**src/rtl/binary_divider_seq_if.sv**
```systemverilog
// Handshake and operand/result bundle for binary_divider_seq.
// The master drives start/A/B; the slave (divider) returns Q/R and status.
interface binary_divider_seq_if #(
    parameter int n = 4
);
    logic         start;
    logic [n-1:0] A;
    logic [n-1:0] B;
    logic [n-1:0] Q;
    logic [n-1:0] R;
    logic         busy;
    logic         done;
    logic         div_by_zero;

    modport master (
        output start, A, B,
        input  Q, R, busy, done, div_by_zero
    );

    modport slave (
        input  start, A, B,
        output Q, R, busy, done, div_by_zero
    );
endinterface

```
**src/rtl/binary_divider_seq.sv**
```systemverilog
// Sequential restoring divider, one quotient bit per clock, start/busy/done handshake.
// Define DIV_SIGNED_EN for two's-complement operands (truncating toward zero).
module binary_divider_seq #(
    parameter int n = 4
) (
    input logic                 clk,
    input logic                 rst,
    binary_divider_seq_if.slave bus
);
    localparam int CW = $clog2(n + 1);

    typedef enum logic [1:0] {IDLE, RUN, DONE} state_t;

    state_t        state_q, state_d;
    logic [CW-1:0] cnt_q, cnt_d;
    logic [n-1:0]  rem_q, rem_d;
    logic [n-1:0]  quo_q, quo_d;
    logic [n-1:0]  b_q, b_d;
    logic [n-1:0]  q_q, q_d;
    logic [n-1:0]  r_q, r_d;
    logic          busy_q, busy_d;
    logic          done_q, done_d;
    logic          dbz_q, dbz_d;

    logic [n:0]    rem_sh;
    logic [n:0]    diff;
    logic [n-1:0]  rem_it;
    logic [n-1:0]  quo_it;
    logic [n-1:0]  a_core;
    logic [n-1:0]  b_core;
    logic [n-1:0]  q_fin;
    logic [n-1:0]  r_fin;

    // Trial subtraction is done at n+1 bits so the borrow lands in diff[n].
    assign rem_sh = {rem_q, quo_q[n-1]};
    assign diff   = rem_sh - {1'b0, b_q};
    assign quo_it = {quo_q[n-2:0], ~diff[n]};
    assign rem_it = diff[n] ? rem_sh[n-1:0] : diff[n-1:0];

`ifdef DIV_SIGNED_EN
    logic sa_q, sa_d;
    logic sb_q, sb_d;

    function automatic logic [n-1:0] neg(input logic [n-1:0] v);
        return ~v + {{(n-1){1'b0}}, 1'b1};
    endfunction

    function automatic logic [n-1:0] mag(input logic [n-1:0] v);
        return v[n-1] ? neg(v) : v;
    endfunction

    // Most-negative magnitude stays 100..0, which the unsigned core reads as 2^(n-1).
    assign a_core = mag(bus.A);
    assign b_core = mag(bus.B);
    assign q_fin  = (sa_q ^ sb_q) ? neg(quo_it) : quo_it;
    assign r_fin  = sa_q ? neg(rem_it) : rem_it;
`else
    assign a_core = bus.A;
    assign b_core = bus.B;
    assign q_fin  = quo_it;
    assign r_fin  = rem_it;
`endif

    always_comb begin
        state_d = state_q;
        cnt_d   = cnt_q;
        rem_d   = rem_q;
        quo_d   = quo_q;
        b_d     = b_q;
        q_d     = q_q;
        r_d     = r_q;
        busy_d  = busy_q;
        done_d  = 1'b0;
        dbz_d   = dbz_q;
`ifdef DIV_SIGNED_EN
        sa_d    = sa_q;
        sb_d    = sb_q;
`endif
        case (state_q)
            IDLE: begin
                if (bus.start) begin
                    if (bus.B != '0) begin
                        b_d     = b_core;
                        rem_d   = '0;
                        quo_d   = a_core;
                        cnt_d   = CW'(n);
                        busy_d  = 1'b1;
                        dbz_d   = 1'b0;
`ifdef DIV_SIGNED_EN
                        sa_d    = bus.A[n-1];
                        sb_d    = bus.B[n-1];
`endif
                        state_d = RUN;
                    end else begin
                        q_d     = '1;
                        r_d     = bus.A;
                        dbz_d   = 1'b1;
                        done_d  = 1'b1;
                        state_d = DONE;
                    end
                end
            end
            RUN: begin
                rem_d = rem_it;
                quo_d = quo_it;
                cnt_d = cnt_q - CW'(1);
                if (cnt_q == CW'(1)) begin
                    q_d     = q_fin;
                    r_d     = r_fin;
                    busy_d  = 1'b0;
                    done_d  = 1'b1;
                    state_d = DONE;
                end
            end
            DONE: begin
                state_d = IDLE;
            end
            default: begin
                state_d = IDLE;
            end
        endcase
    end

    always_ff @(posedge clk or posedge rst) begin
        if (rst) begin
            state_q <= IDLE;
            cnt_q   <= '0;
            rem_q   <= '0;
            quo_q   <= '0;
            b_q     <= '0;
            q_q     <= '0;
            r_q     <= '0;
            busy_q  <= 1'b0;
            done_q  <= 1'b0;
            dbz_q   <= 1'b0;
`ifdef DIV_SIGNED_EN
            sa_q    <= 1'b0;
            sb_q    <= 1'b0;
`endif
        end else begin
            state_q <= state_d;
            cnt_q   <= cnt_d;
            rem_q   <= rem_d;
            quo_q   <= quo_d;
            b_q     <= b_d;
            q_q     <= q_d;
            r_q     <= r_d;
            busy_q  <= busy_d;
            done_q  <= done_d;
            dbz_q   <= dbz_d;
`ifdef DIV_SIGNED_EN
            sa_q    <= sa_d;
            sb_q    <= sb_d;
`endif
        end
    end

    assign bus.Q           = q_q;
    assign bus.R           = r_q;
    assign bus.busy        = busy_q;
    assign bus.done        = done_q;
    assign bus.div_by_zero = dbz_q;
endmodule
```
**src/flat_wrapper.sv**
```systemverilog
// flat-port wrapper written by rule: the top's interface ports become plain ports
module binary_divider_seq_flat 
#(
    parameter int n = 4
)
  (clk, rst, bus_start, bus_A, bus_B, bus_Q, bus_R, bus_busy, bus_done, bus_div_by_zero);
  binary_divider_seq_if #(.n(n)) bus_i ();
  input logic clk;
  input logic rst;
  input wire logic [$bits(bus_i.start)-1:0] bus_start;
  input wire logic [$bits(bus_i.A)-1:0] bus_A;
  input wire logic [$bits(bus_i.B)-1:0] bus_B;
  output wire logic [$bits(bus_i.Q)-1:0] bus_Q;
  output wire logic [$bits(bus_i.R)-1:0] bus_R;
  output wire logic [$bits(bus_i.busy)-1:0] bus_busy;
  output wire logic [$bits(bus_i.done)-1:0] bus_done;
  output wire logic [$bits(bus_i.div_by_zero)-1:0] bus_div_by_zero;
  assign bus_i.start = bus_start;
  assign bus_i.A = bus_A;
  assign bus_i.B = bus_B;
  assign bus_Q = bus_i.Q;
  assign bus_R = bus_i.R;
  assign bus_busy = bus_i.busy;
  assign bus_done = bus_i.done;
  assign bus_div_by_zero = bus_i.div_by_zero;
  binary_divider_seq #(.n(n)) u_core (.clk(clk), .rst(rst), .bus(bus_i));
endmodule
```
**config.mk**
```make
export PLATFORM = sky130hd
export DESIGN_NAME = binary_divider_seq_flat
export DESIGN_NICKNAME = d
export VERILOG_FILES = /design/src/rtl/binary_divider_seq_if.sv /design/src/rtl/binary_divider_seq.sv /design/src/flat_wrapper.sv
export SDC_FILE = /design/constraint.sdc
export NUM_CORES = 1
export LEC_CHECK = 0
export CAP_MARGIN = 0
export CORE_MARGIN = 2
export CORE_UTILIZATION = 35
export DETAILED_ROUTE_END_ITERATION = 8
export GPL_TIMING_DRIVEN = 0
export PLACE_DENSITY_LB_ADDON = 0.2
export RECOVER_POWER = 25
export SYNTH_ARGS = -nofsm -noshare
export SYNTH_HDL_FRONTEND = slang
export SYNTH_SLANG_ARGS = --single-unit
```
**constraint.sdc**
```tcl
create_clock -name clk -period 2 [get_ports clk]
set_input_delay 0.2 -clock clk [delete_from_list [all_inputs] [get_ports clk]]
set_output_delay 0.2 -clock clk [all_outputs]
set_load 0.1 [all_outputs]
```
* Yosys cells after proc, flatten, opt, wreduce, memory -nomap -nowiden
Index checks and enable logic that the tools add are counted.
** Operators by class
- Add/subtract/negate cells :: 2
- Multipliers :: 0
- Div/mod/pow operators :: 0
- Magnitude comparators :: 0
- Equal/unequal tests :: 6
- Shift operators :: 0
- Mux-type cells :: 30
- Bitwise logic cells :: 1
- Reduce and logical (&&, ||, !) cells :: 9
** Operator list (number)
- $mux 4 :: 11
- $pmux 4 s2 :: 4
- $reduce_and 4->1 :: 2
- $mux 1 :: 6
- $mux 2 :: 3
- $mux 3 :: 2
- $pmux 3 s2 :: 1
- $reduce_and 3->1 :: 2
- $sub 5x4->5 :: 1
- $ne 2x1->1 const B :: 2
- $ne 2x2->1 const B :: 2
- $pmux 1 s2 :: 2
- $pmux 2 s2 :: 1
- $reduce_and 2->1 :: 2
- $reduce_bool 4->1 :: 1
- $eq 3x1->1 const B :: 1
- $sub 3x1->3 const B :: 1
- $eq 2x1->1 const B :: 1
- $logic_not 2->1 :: 1
- $reduce_bool 2->1 :: 1
- $not 1->1 :: 1
** Word-level totals
- Flip-flop bits (word level) :: 28
- Latch bits :: 0
- Bits in writable memories :: 0
- ROM bits :: 0
- Bits of input ports :: 11
- Output and inout port bits :: 11
- Memories kept :: 0

* Logic depth before layout (Yosys ltp)
Gate-level depths: netlist of run 1.
- Depth in word-level cells :: 4
- Gate-level depth with buffers :: 8
- Gate-level depth less buffers :: 8

* Least setup slack after synthesis of run 1
Ideal clock, no wire load.
- Path type :: reg2reg
- From :: register u_core.quo_q[3]
- To :: register u_core.r_q[1] (netlist: u_core.bus.R[1])
- Data arrival time :: 1.887 ns
- Setup slack :: -0.021 ns
- Stages on the path, launching flop included :: 9
- Period minus slack after synthesis :: 2.021 ns
- Cell sequence :: dfrtp_1 inv_1 ha_1 fa_1 nand2b_1 o2bb2ai_2 and4b_1 a311oi_1 a31oi_1
** On the way
- Word-level cells in the longest chain between the ends :: 4
** Ends and longest elaborated chain
- start, declared :: line binary_divider_seq.sv:17 : logic [n-1:0] quo_q, quo_d;
- start signal, assigned :: line binary_divider_seq.sv:144 : quo_q <= quo_d;
- $sub 5x4->5 :: line binary_divider_seq.sv:36 : assign diff = rem_sh - {1'b0, b_q};
- $mux 4 :: line binary_divider_seq.sv:38 : assign rem_it = diff[n] ? rem_sh[n-1:0] : diff[n-1:0];
- $mux 4 :: line binary_divider_seq.sv:107 : if (cnt_q == CW'(1)) begin
- $pmux 4 s2 :: line binary_divider_seq.sv:79 : case (state_q)
- end signal, assigned :: line binary_divider_seq.sv:147 : r_q <= r_d;
- end, declared :: line binary_divider_seq.sv:20 : logic [n-1:0] r_q, r_d;
No other way between the ends. The select of a mux whose other input is x is not followed.
A chain may end at the register's enable or synchronous reset.

* Worst setup path in the final report of run 1
- From :: register u_core.b_q[0]
- To :: register u_core.r_q[1] (netlist: u_core.bus.R[1])
** On the way
- Word-level cells in the longest chain between the ends :: 4
** Ends and longest elaborated chain
- start, declared :: line binary_divider_seq.sv:18 : logic [n-1:0] b_q, b_d;
- start signal, assigned :: line binary_divider_seq.sv:130 : b_q <= '0;
- start signal, assigned :: line binary_divider_seq.sv:145 : b_q <= b_d;
- $sub 5x4->5 :: line binary_divider_seq.sv:36
- $mux 4 :: line binary_divider_seq.sv:38
- $mux 4 :: line binary_divider_seq.sv:107
- $pmux 4 s2 :: line binary_divider_seq.sv:79
No other way between the ends. The select of a mux whose other input is x is not followed.

==> results.md, run 1 <==
- Syn Std Cell Area: 1479 sq um
- Die Ht: 69.01 um
- CTS tree: yes
- Top-area cell type share of the netlist area: 47.38%
- Final Cell Area: 1964 sq um
- Vias in the first global route: 1255
- Wire length per cell: 14.69 um
- Layout cells sized above 1: 18.28%
- Post-layout min period: 2.046 ns
- Syn_nets: 174
- Antenna Nets Post-Route: 0
- Most frequent cells in the layout: dfrtp_1, nor2_1, nand2_1
- RSZ-0062 raised after global routing: true
- Crit Path Max Fanout: 7
- Final period utilization: 102.3%
- Final setup fails: 4
- Crit path required time: 2.16 ns
- Post-synth EDFFs: 0
- Largest net degree at the start of global routing: 29
- Die area: 4762 sq um
- Clock latency on the worst-skew pair: 0.28 ns
- Yosys cell types: 34
- Via count: 1195
- Final Core Density: 48.76%
- Slowest-stage cell, CP: dfrtp_1
- Area of the core: 4029 sq um
- Most common cell after layout, fill and taps aside: dfrtp_1
- Number of remaining DRC errors: 0
- Pre-CTS setup slack: -0.2599 ns
- Worst slew pin tran: 1.065 ns
- Synth Warn #: 0
- Hold Path Class: flop to flop
- Clk root buf: clkbuf_8
- Worst path top cell family by delay: compound AO/OA/AOI/OAI gates
- Die Wd: 69.01 um
- Port buffer count: 21
- Final number of hold-violating endpoints: 0
- Worst Setup End Kind: flop
- GPL Wtd Cong: 0.8416
- Hold_buf cts: 0
- # nets final: 205
- Clock Skew: 0.006340 ns
- CP Data Arrival Time: 2.21 ns
- Mapped Avg Cell Area: 9.480 sq um
- Initial antenna violation count: 0
- Worst path max stage delay: 0.44 ns
- Leading area contributor after synthesis: dfrtp_1
- IO Pins: 22
- ANT cells: 0
- Clk sink count: 28
- Met2 GRT Util: 26.28%
- Fmax: 488.8 MHz
- Initial cell density of the core: 36.71%
- Met3 Track Usage GR: 2.924%
- Critical path buffer and inverter count: 0
- Gr usage total: 16.00%
- Grt peak-use layer: met2
- Num CTS Buffers: 3
- WS Path Type: flop to flop
- Status: finished with violations
- Synth Instances: 156
- Top cells by area in the synthesized netlist: dfrtp_1, nor2_1, nand2_1
- Clock slew at reported path FFs: 0.10 ns
- Longest Clk Path Bufs: 2
- Max cap viols: 0
- Initial DRT Pass Iterations: 4
- Dpl hpwl: 2442 um
- CTS H-tree depth: 1
- Total Routed Length: 3468 um
- Failing checks: negative setup slack
- Worst path cell trace: ha_4 > fa_2 > nand2b_4 > o2bb2ai_4 > and4b_1 > a311oi_2 > a31oi_1
- Iteration-0 DRC Markers: 70
- DP Area: 1778 sq um
- DR vias/cell: 5.064
- Site Rows: 23
- Area Overhead vs Synth: 32.83%
- Async S/R FF share, synth: 100.0%
- First-pass GRT wire length: 6175 um
- Relative slew slack: 28.94%
- M1 GR Usage: 21.30%
- Slew Viols, Final: 0
- Overflow after GRT: 0
- Sequential-to-total area share from yosys stat: 47.38%
- Setup crit start kind: flop
- Final worst slack: -0.04569 ns
- Dominant synthesized flop cell: dfrtp_1
- Post-synthesis register bit count: 28
-- routing by layer --
layer	up-vias	wire, um	part of all wire [%]
met5	-	0	0
met4	0	39	1.1
met3	4	95	2.7
met2	18	1649	48
met1	574	1684	49
li1	599	-	-
-- flip-flops by register name, summed over array words and instances, names as in the netlist --
| name | count |
|---|---|
| u_core.b_q | 4 |
| u_core.bus.Q | 4 |
| u_core.bus.R | 4 |
| u_core.quo_q | 4 |
| u_core.rem_q | 4 |
| u_core.cnt_q | 3 |
| u_core.state_q | 2 |
| u_core.bus.busy | 1 |
| u_core.bus.div_by_zero | 1 |
| u_core.bus.done | 1 |
-- synth_stat cells (2+ instances only) --
cell type,number
clkbuf_1,4
ha_1,6
o21ai_0,4
nand2b_1,5
o22ai_1,2
dfrtp_1,28
inv_1,10
xnor2_1,2
nor2b_1,2
a21oi_1,7
buf_2,2
nand2_1,21
or3_1,2
a31oi_1,8
nor3_1,2
xor2_1,2
and4b_1,2
nand3_1,5
a21oi_2,2
mux2_2,4
nor2_1,23
-- worst paths after layout --
| check | slack [ns] | from | cells after the start | endpoint |
|---|---|---|---|---|
| setup / recovery | -0.05 | u_core.b_q[0] | 7 | u_core.bus.R[1] |
| hold / removal | 0.49 | u_core.bus.div_by_zero | 2 | u_core.bus.div_by_zero |
| setup reg to reg | -0.05 | u_core.b_q[0] | 7 | u_core.bus.R[1] |
| hold reg to reg | 0.49 | u_core.bus.div_by_zero | 2 | u_core.bus.div_by_zero |
| max in group asynchronous | 0.74 | rst | 2 | u_core.rem_q[1] |
| min in group asynchronous | 0.61 | rst | 2 | u_core.cnt_q[0] |
-- through the flow --
stage,instances,hold slack (ns),TNS (ns)
after floorplan,156,0.2654,0
after global placement,227,0.4666,-1.431
after detailed placement,227,0.4765,-1.731
after CTS,234,0.5008,-0.09042
after global routing,236,0.5261,-0.8334
final,236,0.4939,-0.07471
-- logic make-up after synthesis --
| group | share of synthesized area (%) |
|---|---|
| AOI/OAI and AO/OA | 14.38 |
| xor gates and xnor gates | 2.369 |
| adders and majority gates | 6.430 |
| buffers and inverters | 4.991 |
| DFF | 47.38 |
| muxes | 3.722 |
| and+or+nand+nor | 20.73 |
-- cell type report --
cell class,count,area [sq um]
multi-input cells,111,787.0
clock inverters,1,30.03
plain buffers,7,36.28
clock buffers,3,41.29
flip-flops and latches,28,700.7
fillers,378,2064
repair buffers,26,269.0
well taps,50,62.56
inverters,10,37.54
-- what timing repair did --
| action | 4_1_cts | 5_1_grt |
|---|---|---|
| pin swaps | 1 | 3 |
| setup buffers | 3 | 2 |
| gates resized for setup | 7 | 16 |
| cloned | 0 | 0 |
| endpoints found under the hold margin | 0 | 0 |
| endpoints found under the setup margin | 9 | 19 |
-- worst reg2reg max path: stages (launching register included) --
cell       delay (ns)
dfrtp_1          0.44
ha_4             0.18
fa_2             0.34
nand2b_4         0.16
o2bb2ai_4        0.18
and4b_1          0.22
a311oi_2         0.28
a31oi_1          0.13
Power of run 1 is not shown: default switching activity piles up to over one toggle a cycle in this logic, so the estimate is an artifact.
==> run 2, diff against run 1 <==
clock period = 1.83 ns   (was 2 ns; I/O delays follow)
==> run 2 against run 1 <==
Effect of this change:
- the flow still finishes with violations (negative setup slack)
- first-iteration DRC count rose by 29%
- utilization down 0.93 points
- via count increased by 0.84%
- cell area down 1.9%
- wire length down 2.0%
- critical path type unchanged
- largest cell class unchanged
- highest routed layer unchanged
==> results.md, run 2 (synthesis gave the netlist of run 1 again) <==
- WS Path Type: flop to flop
- First-pass GRT wire length: 5885 um (-4.7%)
- Relative slew slack: 27.31% (-1.6 points)
- Hold_buf cts: 0 (unchanged)
- Worst slew pin tran: 1.089 ns (+0.02439 ns)
- ANT cells: 0 (unchanged)
- Longest Clk Path Bufs: 2 (unchanged)
- Most frequent cells in the layout: dfrtp_1, nor2_1, nand2_1
- Num CTS Buffers: 3 (unchanged)
- Overflow after GRT: 0 (unchanged)
- Clock latency on the worst-skew pair: 0.27 ns (about the same)
- IO Pins: 22 (unchanged)
- Antenna Nets Post-Route: 0 (unchanged)
- Most common cell after layout, fill and taps aside: dfrtp_1
- CTS H-tree depth: 1 (unchanged)
- Max cap viols: 0 (unchanged)
- Final setup fails: 10 (+6)
- Sequential Area: 700.7 sq um (unchanged)
- # fillers: 391 (+3.4%)
- Initial antenna violation count: 0 (unchanged)
- Crit Path Max Fanout: 6 (-1)
- RSZ-0062 raised after global routing: true
- Hold Path Class: primary input to flop
- Status: finished with violations
- Multi-input gate area: 790.8 sq um (+0.48%)
- Layout cells sized above 1: 17.20% (-1.1 points)
- Post-layout min period: 2.021 ns (-0.02428 ns)
- Area of the core: 4029 sq um (unchanged)
- Setup crit start kind: flop
- CP Data Arrival Time: 2.18 ns (-0.03 ns)
- Clk sink count: 28 (unchanged)
- GPL Wtd Cong: 0.8302 (-1.4%)
- Clock Skew: 0.006079 ns (-0.0002606 ns)
- Clk root buf: clkbuf_8
- Area Overhead vs Synth: 30.29%
- Die Wd: 69.01 um (unchanged)
- Die Ht: 69.01 um (unchanged)
- Dpl hpwl: 2412 um (-1.2%)
- # nets final: 206 (+0.49%)
- Wire length per cell: 14.40 um (-2.0%)
- Failing checks: negative setup slack
- Total Routed Length: 3399 um (-2.0%)
- Worst Setup End Kind: flop
- CTS tree: yes
- Fmax: 494.7 MHz (+1.2%)
- Crit path required time: 1.98 ns (-0.18 ns)
- Clock slew at reported path FFs: 0.09 ns (about the same)
- Initial cell density of the core: 36.71% (unchanged)
- Final period utilization: 110.5% (+8.2 points)
- Final number of hold-violating endpoints: 0 (unchanged)
- Final worst slack: -0.1914 ns (-0.1457 ns)
- Die area: 4762 sq um (unchanged)
- DR vias/cell: 5.106 (+0.84%)
- Largest net degree at the start of global routing: 29 (unchanged)
- Gr usage total: 15.38% (-0.62 points)
- Iteration-0 DRC Markers: 90 (+29%)
- Reg-to-reg slack, setup: -0.19 ns (-0.15 ns)
- Port buffer count: 21 (unchanged)
- Number of remaining DRC errors: 0 (unchanged)
- Initial DRT Pass Iterations: 4 (unchanged)
- Vias in the first global route: 1204 (-4.1%)
- Via count: 1205 (+0.84%)
- Slew Viols, Final: 0 (unchanged)
- Setup tns final: -1.187 ns (-1.113 ns)
- Site Rows: 23 (unchanged)
==> run 2: final cells by class <==
class                      instances  share of cell area, %
multi-input combinational        111                  41.04
sequential                        28                  36.36
timing repair buffer              27                  13.38
tap                               50                  3.247
clock buffer                       3                  2.143
inverter                          10                  1.948
buffer                             7                  1.883
==> run 2: final timing paths <==
check | startpoint | endpoint | cells after the start
max in group asynchronous | rst | u_core.bus.div_by_zero | 2
setup / recovery | u_core.quo_q[3] | u_core.bus.R[1] | 8
setup reg to reg | u_core.quo_q[3] | u_core.bus.R[1] | 8
hold / removal | bus_A[1] | u_core.quo_q[1] | 3
min in group asynchronous | rst | u_core.quo_q[3] | 2
hold reg to reg | u_core.bus.div_by_zero | u_core.bus.div_by_zero | 2
==> run 2: timing repair <==
item | 4_1_cts | 5_1_grt
setup endpoints to repair | 21 | 11
setup buffers | 4 | 2
gates resized for setup | 20 | 3
pin swaps | 10 | 7
==> run 2: per-stage QoR <==
stage | setup slack, ns | area [sq um] | hold slack [ns] | std cells | utilization (%)
after CTS | -0.2869 | 1898 | 0.4916 | 234 | 47.11
after floorplan | -0.05736 | 1513 | 0.2484 | 156 | -
after global routing | -0.3162 | 1927 | 0.5082 | 236 | 47.83
after detailed placement | -0.3407 | 1785 | 0.4802 | 227 | 44.32
final | -0.1914 | 1927 | 0.4986 | 236 | 47.83
after global placement | -0.3187 | 1785 | 0.4661 | 227 | 44.32
==> run 2: worst max-delay path, cell delays in order, from the launching register on <==
cell,delay [ns]
dfrtp_1,0.39
inv_2,0.06
ha_4,0.16
fa_2,0.34
nand2b_4,0.15
o2bb2ai_4,0.17
and4b_1,0.22
a311oi_2,0.27
a31oi_1,0.13
==> run 2: routing by layer <==
metal  routed length [um]  vias up  track usage [%]
met3                   87        4            2.778
li1                     -      594                -
met1                 1668      583            21.47
met5                    0        -                0
met2                 1614       24            24.04
met4                   27        0            5.229
Power of run 2 is left out for the same reason.
